$ cat config.mk
export PLATFORM = sky130hd
export DESIGN_NAME = io_port
export DESIGN_NICKNAME = d
export VERILOG_FILES = /design/src/rtl/io_port.sv
export SDC_FILE = /design/constraint.sdc
export NUM_CORES = 1
export LEC_CHECK = 0
export ABC_AREA = 1
export CAP_MARGIN = 20
export CORE_ASPECT_RATIO = 1.2
export CORE_MARGIN = 1
export CORE_UTILIZATION = 40
export CTS_CLUSTER_SIZE = 12
export DETAILED_ROUTE_END_ITERATION = 8
export DONT_BUFFER_PORTS = 1
export GPL_TIMING_DRIVEN = 0
export SETUP_SLACK_MARGIN = 0.1
export SLEW_MARGIN = 15
export SYNTH_ARGS = -nofsm -noshare
export SYNTH_HDL_FRONTEND = slang
export SYNTH_SLANG_ARGS = --single-unit
$ cat constraint.sdc
create_clock -name clk -period 0.8 [get_ports clk]
set_input_delay 0.08 -clock clk [delete_from_list [all_inputs] [get_ports clk]]
set_output_delay 0.08 -clock clk [all_outputs]
set_load 0.005 [all_outputs]
$ cat src/rtl/io_port.sv
// General-purpose I/O port: TRIS direction register, PORT output latch, pin synchroniser
// and interrupt-on-change detection on a configurable subset of bits.
module io_port #(
  parameter int unsigned      WIDTH       = 5,
  parameter logic [WIDTH-1:0] TRIS_RESET  = '1,
  parameter logic [WIDTH-1:0] IOC_MASK    = '0,
  parameter int unsigned      SYNC_STAGES = 2
) (
  input  logic             clk,
  input  logic             rst,
  input  logic             tris_we,
  input  logic             port_we,
  input  logic [WIDTH-1:0] wdata,
  input  logic             port_rd,
  input  logic             ioc_clr,
  input  logic [WIDTH-1:0] pin_in,
  output logic [WIDTH-1:0] pin_out,
  output logic [WIDTH-1:0] pin_oe,
  output logic [WIDTH-1:0] tris_val,
  output logic [WIDTH-1:0] port_rdata,
  output logic             ioc_flag
);

  logic [WIDTH-1:0] tris_q;
  logic [WIDTH-1:0] latch_q;
  logic [WIDTH-1:0] snap_q;
  logic [WIDTH-1:0] sync_q [SYNC_STAGES];
  logic             flag_q;
  logic             flag_d;
  logic [WIDTH-1:0] sync;
  logic             mismatch;

  assign sync = sync_q[SYNC_STAGES-1];

  always_ff @(posedge clk) begin
    if (rst) begin
      tris_q  <= TRIS_RESET;
      latch_q <= '0;
      snap_q  <= '0;
      for (int s = 0; s < SYNC_STAGES; s++) begin
        sync_q[s] <= '0;
      end
    end else begin
      if (tris_we) tris_q <= wdata;
      if (port_we) latch_q <= wdata;
      if (port_rd) snap_q <= sync;
      sync_q[0] <= pin_in;
      for (int s = 1; s < SYNC_STAGES; s++) begin
        sync_q[s] <= sync_q[s-1];
      end
    end
  end

  // Compare against the pre-update snapshot so a read in a mismatch cycle still sets the flag.
  assign mismatch = |((sync ^ snap_q) & IOC_MASK & tris_q);

  always_comb begin
    flag_d = flag_q;
    if (mismatch) begin
      flag_d = 1'b1;
    end else if (ioc_clr) begin
      flag_d = 1'b0;
    end
  end

  always_ff @(posedge clk) begin
    if (rst) begin
      flag_q <= 1'b0;
    end else begin
      flag_q <= flag_d;
    end
  end

  assign tris_val   = tris_q;
  assign pin_oe     = ~tris_q;
  assign pin_out    = latch_q;
  assign port_rdata = (tris_q & sync) | (~tris_q & latch_q);
  assign ioc_flag   = flag_q;

endmodule
==> flow_metrics.tcl <==
set metrics [dict create \
    track_usage_pct 15.00 \
    yosys-top-cells-area "dfxtp_1, nand2_1, inv_1" \
    num_vias 610 \
    fin_nets 138 \
    first_pass_iters 5 \
    rsz0062_at_grt "yes" \
    yosys.area.top_type "dfxtp_1" \
    fin_area_um2 944.7 \
    hp-class "primary input to register" \
    muxShareOfSynthArea_pct 0 \
    most-common-layout-cells "nand2_1, nor2_1, inv_1" \
    drive_above_1_share_pct 23.33 \
    seqCellArea_um2 427.9 \
    syn-instance-count 106 \
    cts_root_buf "clkbuf_4" \
    dieHeight_um 49.18 \
    finalCritPeriodShare_pct 115.1 \
    cts_buffers 3 \
    path_common_cell "nand2_1" \
    cts_tree "yes" \
    viasPerCell 4.420 \
    io_buffer_count 0 \
    hold_ws_ns -0.03562 \
    yosysUniqueCellTypes 10 \
    clk-insertion-delay-late_ns 0.29 \
    placed_area_um2 764.5 \
    yosys.area_share.xor_xnor_pct 0 \
    clkTransAtPathRegs_ns 0.10 \
    setup_ws_ns -0.1207 \
    r2r-end "tris_val[0]" \
    drtIter0Drc 8 \
    hold_viol_final 10 \
    dp.cells 124 \
    cts.sinks 20 \
    synth_area_um2 742.0 \
    post-cts-setup-buffers 0 \
    grt_pass1_wl_um 2097 \
    required_ns 0.72 \
    cp_slowest_cell "dfxtp_4" \
    crit_type "register to primary output" \
    synth_top_area_share_pct 53.96 \
    slew_viol_final 0 \
    place_congestion 0.7412 \
    crit_buf_inv 1 \
    synth_simple_gate_area_share_pct 31.20 \
    fp.dieW_um 41.32 \
    crit_chain "inv_2 -> nand2_1 -> nand2_1" \
    fin_total_pwr_mw 1.746 \
    maxCapViolCount 0 \
    preCtsSetupSlack_ns 0.1250 \
    crit_end "port_rdata[1]" \
    syn_to_final_growth_pct 27.32 \
    r2r-start "tris_val[0]" \
    endpoint_kind "primary output" \
    grt_max_degree 11 \
    ir_drop_uv 1154 \
    synth_compound_area_share_pct 0 \
    powerDensity_nw_per_um2 1848 \
    cts_buffer_depth 2 \
    cp.depth 3 \
    synth_top_family_by_area "simple AND/OR/NAND/NOR gates" \
    place_hpwl_um 902.4 \
    grt_pass1_vias 549 \
    gr-total-overflow 0 \
    outcome "finished, violations left" \
    wire_per_inst_um 9.348 \
    skew_ns 0.005681 \
    fin_util_pct 56.18 \
    syn_area_per_cell_um2 7.000 \
    synth-seq-cells 20 \
    fill_cells 175 \
    initial_core_util_pct 44.12 \
    instances_no_fill 138 \
    rrSetupSlack_ns 0.19 \
    mostFrequentLayoutCell "nand2_1" \
    wl_um 1290 \
    drc 0 \
    num_antenna_cells 0 \
    cts_hold_buf 11 \
    slowest_delay_ns 0.37 \
    worstSetupStartpointType "register" \
    max_freq_mhz 1086 \
    cp-startpoint "tris_val[1]" \
    htreeDepth 1 \
    critPathTopFamily "flip-flops" \
    rows 16 \
    r2r_cells 2 \
    leakagePower_nw 0.5071 \
    die_area_um2 2032 \
    synth_seq_area_share_pct 53.96 \
    violations "negative hold slack, negative setup slack" \
    cp_data_arrival_time_ns 0.84 \
    syn-num-nets 122 \
    core_um2 1682 \
    antenna_left 0 \
    io_pins 37 \
    yosysWarningCount 0 \
    multi_input_area_um2 247.7 \
    period_needed_ns 0.9207 \
    cp_max_fo 4 \
    antenna_found_initial 0 \
    synthAdderAreaFrac_pct 0 \
    setup_violations 9 \
]
-- cells by family after synthesis --
| group | Yosys count |
|---|---|
| AND/OR/NAND/NOR | 60 |
| buffers and inverters | 25 |
| other | 1 |
| flip-flops | 20 |
-- through the flow --
stage                     hold WS, ns  setup TNS (ns)
final                        -0.03562         -0.5789
after detailed placement       0.1907               0
after CTS                    -0.05253         -0.7514
after global placement         0.1897               0
after global routing         -0.04651          -1.042
after floorplan                0.1870               0
-- worst min path at each step --
stage | slack [ns] | cells after the start | from | endpoint
2_1_floorplan | 0.19 | 2 | pin_in[0] | sync_q[0][0]
3_3_place_gp | 0.19 | 2 | pin_in[2] | sync_q[0][2]
3_5_place_dp | 0.19 | 2 | pin_in[3] | sync_q[0][3]
4_1_cts | -0.05 | 2 | rst | tris_val[3]
5_1_grt | -0.05 | 2 | rst | tris_val[4]
6_report | -0.04 | 2 | rst | tris_val[3]
-- per-layer routing --
layer,GRT usage [%],part of all wire [%]
met2,25.52,52
met1,15.16,41
met3,6.849,6.7
met4,4.839,0
met5,0,0
-- area by class of cell --
class	count	area share [%]
flip-flops and latches	20	45.30
clock buffers	3	2.384
inverters	22	9.272
plain buffers	3	2.517
well taps	18	2.384
multi-input cells	61	26.23
repair buffers	11	11.92
-- state kept, by name, indices dropped and copies added (netlist names) --
signal    flops
sync_q       10
pin_out       5
tris_val      5
-- power by group --
group | switching, mW | leakage [nW] | total, mW | internal, mW
clock | 0.267 | 0.0138 | 0.443 | 0.175
sequential | 0.0506 | 0.168 | 1.10 | 1.05
combinational | 0.103 | 0.325 | 0.199 | 0.0962
total | 0.421 | 0.507 | 1.75 | 1.32
-- repair_timing --
| action | CTS | global route |
|---|---|---|
| endpoints found under the hold margin | 15 | 10 |
| setup endpoints to repair | 20 | 25 |
| pin swaps | 0 | 2 |
| resized for setup | 17 | 12 |
-- synth_stat cells --
library cell / count
buf_6: 1
inv_1: 20
nand3_1: 5
inv_2: 2
nand2_1: 35
dfxtp_1: 20
nor2_1: 20
conb_1: 1
buf_2: 1
buf_4: 1
No activity file was read; power rests on OpenSTA's default activity.
